===== config.mk =====
export PLATFORM = sky130hd
export DESIGN_NAME = scmp_useq
export DESIGN_NICKNAME = d
export VERILOG_FILES = /design/src/rtl/scmp_useq.sv
export SDC_FILE = /design/constraint.sdc
export NUM_CORES = 1
export LEC_CHECK = 0
export BUFFER_PORTS_ARGS = -buffer_cell sky130_fd_sc_hd__buf_4
export CAP_MARGIN = 20
export CORE_MARGIN = 1
export CORE_UTILIZATION = 40
export CTS_BUF_LIST = sky130_fd_sc_hd__clkbuf_16
export CTS_CLUSTER_SIZE = 14
export DETAILED_ROUTE_END_ITERATION = 10
export GPL_TIMING_DRIVEN = 0
export PLACE_DENSITY = 0.58
export SYNTH_ARGS = -nofsm -noshare
export SYNTH_HDL_FRONTEND = slang
export SYNTH_SLANG_ARGS = --single-unit

===== constraint.sdc =====
create_clock -name clk -period 3.3 [get_ports clk]
set_clock_uncertainty 0.2 [all_clocks]
set_input_delay 0.33 -clock clk [delete_from_list [all_inputs] [get_ports clk]]
set_output_delay 0.33 -clock clk [all_outputs]
set_load 0.02 [all_outputs]

===== src/rtl/scmp_useq.sv =====
// Microcode sequencer for the SC/MP core: drives the ROM address (mc_pc) from the
// ROM's own sequencing fields, with call/return stack, bus-wait stall and flush.
module scmp_useq #(
  parameter int PC_W    = 8,
  parameter int COND_W  = 5,
  parameter int STACK_D = 4
) (
  input  logic                           clk,
  input  logic                           rst_n,
  input  logic                           flush,
  input  logic                           stall,
  input  logic                           mc_decode,
  input  logic [PC_W-1:0]                op_pc,
  input  logic                           mc_call,
  input  logic                           mc_ret,
  input  logic [COND_W-1:0]              mc_cond_mask,
  input  logic [COND_W-1:0]              mc_cond_xor,
  input  logic [COND_W-1:0]              cond_in,
  input  logic [PC_W-1:0]                mc_nextpc,
  output logic [PC_W-1:0]                mc_pc,
  output logic                           cond,
  output logic [$clog2(STACK_D+1)-1:0]   stk_depth,
  output logic                           stk_err
);

  localparam int DEPTH_W = $clog2(STACK_D+1);
  localparam logic [DEPTH_W-1:0] FULL   = DEPTH_W'(STACK_D);
  localparam logic [PC_W-1:0]    PC_ONE = PC_W'(1);

  logic [PC_W-1:0]    stk [STACK_D];
  logic [PC_W-1:0]    top;
  logic [PC_W-1:0]    nxt_pc;
  logic [DEPTH_W-1:0] nxt_depth;
  logic               nxt_err;
  logic               push;
  logic [PC_W-1:0]    ret_addr;

  assign cond     = |((cond_in ^ mc_cond_xor) & mc_cond_mask);
  assign ret_addr = mc_pc + PC_ONE;

  // Top of stack is the entry just below the occupancy count.
  always_comb begin
    top = '0;
    for (int i = 0; i < STACK_D; i++)
      if (stk_depth == DEPTH_W'(i + 1)) top = stk[i];
  end

  always_comb begin
    nxt_pc    = mc_pc;
    nxt_depth = stk_depth;
    nxt_err   = stk_err;
    push      = 1'b0;
    if (flush) begin
      nxt_pc    = '0;
      nxt_depth = '0;
    end else if (!stall) begin
      if (mc_decode) begin
        nxt_pc = op_pc;
      end else if (cond) begin
        nxt_pc = mc_pc + PC_ONE;
      end else if (mc_ret) begin
        if (stk_depth != '0) begin
          nxt_pc    = top;
          nxt_depth = stk_depth - 1'b1;
        end else begin
          nxt_pc  = '0;
          nxt_err = 1'b1;
        end
      end else if (mc_call) begin
        if (stk_depth < FULL) begin
          push      = 1'b1;
          nxt_pc    = mc_pc + mc_nextpc;
          nxt_depth = stk_depth + 1'b1;
        end else begin
          nxt_pc  = '0;
          nxt_err = 1'b1;
        end
      end else if (mc_nextpc == '0) begin
        nxt_pc = '0;
      end else begin
        nxt_pc = mc_pc + mc_nextpc;
      end
    end
  end

  always_ff @(posedge clk or negedge rst_n) begin
    if (!rst_n) begin
      mc_pc     <= '0;
      stk_depth <= '0;
      stk_err   <= 1'b0;
      for (int i = 0; i < STACK_D; i++) stk[i] <= '0;
    end else begin
      mc_pc     <= nxt_pc;
      stk_depth <= nxt_depth;
      stk_err   <= nxt_err;
      for (int i = 0; i < STACK_D; i++)
        if (push && stk_depth == DEPTH_W'(i)) stk[i] <= ret_addr;
    end
  end

endmodule


Word level (Yosys, flattened, before mapping)
Cells that the tools add are included.
Cells by class
  multiplexer cells: 32
  reductions and logical operators: 13
  equality and inequality tests: 10
  $lt $le $gt $ge: 1
  bitwise logic cells: 6
  add/subtract/negate cells: 4
Operators with widths (count)
  $mux W8: 13
  $mux W3: 8
  $mux W1: 11
  $ne A2 B2 Y1 const B: 5
  $reduce_bool A3 Y1: 3
  $add A8 B1 Y8 const B: 1
  $add A8 B8 Y8: 1
  $logic_not A8 Y1: 1
  $reduce_and A7 Y1: 1
  $eq A3 B2 Y1 const B: 2
  $reduce_and A6 Y1: 1
  $and A5 B5 Y5: 1
  $reduce_or A5 Y1: 1
  $xor A5 B5 Y5: 1
  $logic_and A1 B1 Y1: 4
  $not A1 Y1: 4
  $add A3 B1 Y3 const B: 1
  $eq A3 B1 Y1 const B: 1
  $eq A3 B3 Y1 const B: 1
  $logic_not A3 Y1: 1
  $lt A3 B3 Y1 const B: 1
  $ne A3 B2 Y1 const B: 1
  $sub A3 B1 Y3 const B: 1
  $reduce_bool A2 Y1: 1
Word-level totals
  register bits: 44
  output and inout bits: 13
  word-level logic and storage cells: 73
  bits of input ports: 38

Longest topological paths before layout
  depth after elaboration: 11
  gate-level depth with buffers: 10
  gate-level depth less buffers: 8

Worst setup path before layout
No wires, ideal clock.
  kind: register to register
  start point: register mc_pc[0]
  end point: register mc_pc[6]
  path buffers: 0
  slack: 835 ps
  cell stages (with the launch flop): 9
  data required time: 3006 ps
  library setup time: 94 ps
  data arrival time: 2172 ps
  clock period less this slack: 2465 ps
  cell sequence: dfrtp_1 -> ha_1 -> fa_1 -> a211oi_1 -> nor2_1 -> mux2i_1 -> a211o_1 -> a31o_1 -> a221oi_2
On the way
  word-level cells in the longest chain between the ends: 8
  elaborated cells on any way between the ends: 10
  those cells by class: add/sub: 2; mux: 8
Ends and longest elaborated chain
  from (decl): RTL line 20  | output logic [PC_W-1:0] mc_pc,
  from (signal assigned): RTL line 93  | mc_pc <= nxt_pc;
  $add A8 B8 Y8: RTL line 72, 81
  $mux W8 (on tied branches): RTL line 78, 70
  $mux W8: RTL line 69  | end else if (mc_call) begin
  $mux W8: RTL line 61  | end else if (mc_ret) begin
  $mux W8 *: RTL line 59  | end else if (cond) begin
  $mux W8 *: RTL line 57  | if (mc_decode) begin
  $mux W8 *: RTL line 56  | end else if (!stall) begin
  $mux W8 *: RTL line 53  | if (flush) begin
Mark *: on every way between the ends. The rest lies on a longest branch, timed or not. The select of a mux whose other input is x is not followed.
A chain may end at the register's enable or synchronous reset.

Final worst setup path
  start point: register mc_pc[1]
  end point: register mc_pc[5]
The elaborated chain is that of the path after synthesis.

==> impl_metrics.yaml <==
status:
  status: "complete, no violations"
clock_network:
  clock_tree.root_cell: "clkbuf_16"
  htree_num_levels: 2
  ctsHoldBuffers: 1
  numClockSinks: 44
  tritoncts: "built"
  tritoncts.num_buffers: 5
  post_cts.resized_instances: 0
  clk_transition_reported_paths_ns: 0.07
  post_cts_buffers: 0
  clk_latency_ns: 0.29
  clk_path_buf_depth: 2
global_route:
  track_usage_pct: 22.6
  grt_pass1_wl_mm: 13.2
  grt_max_degree: 45
  grt_pass1_vias: 2595
  overflow: 0
  antenna_found_initial: 0
yosys:
  synth_xor_xnor_area_share_pct: 4.79
  syn-instance-count: 350
  avgSynthCellArea_um2: 8.35
  synthesis.area_mm2: 0.00292
  yosys.cell_types.count: 56
  edff_count_synth: 0
  yosys.area_share.simple_pct: 20.6
  synth_seq_area_share_pct: 37.7
  combinational_family_with_the_most_area_after_synthesis: "compound AO/OA/AOI/OAI gates"
  synth-warning-count: 0
  synth_compound_gate_area_share_pct: 23.2
  synth-seq-cells: 44
  synth-main-ff-cell: "dfrtp_1"
  synth.area.mux_share_pct: 2.23
  syn-num-nets: 403
  async_reset_ff_share_pct: 100
  synth_fa_ha_area_share_pct: 6.68
setup_path:
  cp_data_required_time_ns: 3.30
  critical_path_arrival_ns: 2.68
  worst-path-buf-inv: 0
  worstSetupStartpoint: "mc_pc[1]"
  worst_setup_start_kind: "register"
  timing.critical_path.cells: "ha_1 -> a211oi_1 -> nor2_1 -> o31a_1 -> a2111oi_0 -> a21oi_1 -> o221ai_1"
  worst_path_largest_cell_delay_ns: 0.68
  setup.worst_path.class: "reg2reg"
  critical-path-slowest-cell: "a2111oi_0"
  path_delay_family: "compound AO/OA/AOI/OAI gates"
  timing.critical_path.fanout_max: 7
  worst_setup_path_end_kind: "register"
  worstReg2RegStart: "mc_pc[1]"
sta:
  timing.max_slew.rel_slack_pct: 50.1
  worst_slack_ns: 0.619
  rsz0062_at_grt: "no"
  final-setup-viol-count: 0
  worst-slew-pin-transition_ns: 0.730
  fin_crit_sh_pct: 81.2
  totalNegativeSetupSlack_ns: 0
  slew_viol_final: 0
  final_hold_violation_count: 0
  post-route-min-period_ns: 2.68
  fmaxAchievable_mhz: 373
  worst_hold_slack_ns: 0.139
route:
  drt-wirelength-per-cell_um: 15.8
  drt_iter0_drc: 187
  route.detailed.vias_per_inst: 5.40
  via_count: 2717
  route.final.wire_length_mm: 7.96
  ant_nets: 0
  post_detailed_route_drc_marker_count: 0
  detail_route.first_pass.iterations: 4
floorplanning:
  die_width_um: 87.5
  die_height_um: 87.5
  rows: 30
  core_region_area_mm2: 0.00694
  floorplan.initialDensity_pct: 42.1
  boundaryPins: 51
  floorplan.die_area_mm2: 0.00766
power:
  power_per_cell_area_mw_per_mm2: 409
  p_leak_nw: 1.54
  max-vdd-ir-drop_mv: 0.267
  report.power.total_mw: 1.47
layout:
  layout_cells_sized_above_1_pct: 20.1
  fillers: 679
  nets: 459
  finish.cell_count_without_fillers: 503
  n_antenna_cell: 0
  final_design_area_no_fill_mm2: 0.00359
  area_delta_synth_final_pct: 22.6
  postLayoutCoreUtil_pct: 51.6
place:
  dp_hpwl_mm: 6.13
  worst_setup_slack_before_clock_tree_synthesis_ns: 0.683
  postPlaceCellArea_mm2: 0.00340
  portBuffers: 48
  gp_congestion: 0.809
  place.detailed.instances: 494
min_path:
  min-delay-start: "op_pc[2]"
  hold_class: "in2reg"
job:
  cap_violations: 0
## per-layer routing
layer	GRT usage (%)	routed length [um]	vias up
met4	4.77	48	0
li1	-	-	1364
met1	31.9	3830	1274
met5	0	0	-
met3	3.98	448	4
met2	36.4	3640	75
## cells in the mapped netlist, types with 5 or more instances
| master | n | area [um^2] |
|---|---|---|
| a21oi_1 | 15 | 75.1 |
| clkbuf_1 | 11 | 41.3 |
| inv_1 | 10 | 37.5 |
| a211oi_1 | 6 | 45.0 |
| o21ai_1 | 20 | 100 |
| a22oi_1 | 7 | 52.6 |
| buf_2 | 8 | 40.0 |
| xor2_1 | 9 | 78.8 |
| o21ai_0 | 35 | 175 |
| nor4_1 | 5 | 31.3 |
| ha_1 | 14 | 175 |
| nor3_1 | 5 | 25.0 |
| dfrtp_1 | 44 | 1100 |
| xnor2_1 | 7 | 61.3 |
| nor2_1 | 16 | 60.1 |
| nand3_1 | 7 | 35.0 |
| nand2_1 | 68 | 255 |
## worst paths after layout
kind	endpoint	slack (ns)	depth (start not counted)
worst max-delay path	mc_pc[5]	0.62	7
worst min-delay path	mc_pc[2]	0.14	3
worst max register to register	mc_pc[5]	0.62	7
worst min register to register	stk[31]	0.28	2
max in group asynchronous	stk[30]	2.11	2
min in group asynchronous	mc_pc[3]	0.38	2
## power breakdown
group / switching, mW / internal (mW) / total, mW
logic: 0.169 / 0.127 / 0.296
clock network: 0.223 / 0.360 / 0.583
registers: 0.0222 / 0.563 / 0.586
## cells in the final DEF (no fill, tap or decap), drive strengths merged, types with 2 or more instances in the layout
cell type and count:
a2111oi 2, xor2 9, a31oi 3, ha 14, mux2 4, a21o 4
o31ai 2, dfrtp 44, nand3b 2, o22ai 3, nand3 11, xnor2 7
nor2b 4, and2 3, o21ai 55, nor2 16, or2 2, mux2i 2
a21oi 15, a22oi 7, a211oi 6, a221oi 2, nor4 6, clkbuf 16
nand2 68, buf 59, nor3 6, inv 12, and3 3, a31o 2
## layout make-up
class                           instances  area (um^2)  share of cell area (%)
Inverter                               11         41.3                    1.15
Tap cell                               96          120                    3.35
Multi-Input combinational cell        273         1680                    46.9
Clock inverter                          3         46.3                    1.29
Buffer                                 22          100                    2.79
Sequential cell                        44         1100                    30.7
Timing Repair Buffer                   49          370                    10.3
Clock buffer                            5          125                    3.49
## state kept, by name, indices dropped and copies added (netlist names)
register and count:
mc_pc 8, stk_err 1, stk_depth 3, stk 32
## cells by family (layout without fill, tap and decap cells)
logic type               after synthesis  count (layout)
AND/OR/NAND/NOR                      125             125
AO/OA/AOI/OAI                        111             111
flip-flops                            44              44
buffers and inverters                 33              90
XOR/XNOR                              16              16
adder cells (fa/ha/maj)               15              15
multiplexers                           6               6
## worst reg2reg max path, stage by stage, from the launching register on
cell and delay (ns):
dfrtp_1 0.48, ha_1 0.34, a211oi_1 0.20, nor2_1 0.11, o31a_1 0.28, a2111oi_0 0.68
a21oi_1 0.11, o221ai_1 0.20
Power figures use the tool's default switching activity.
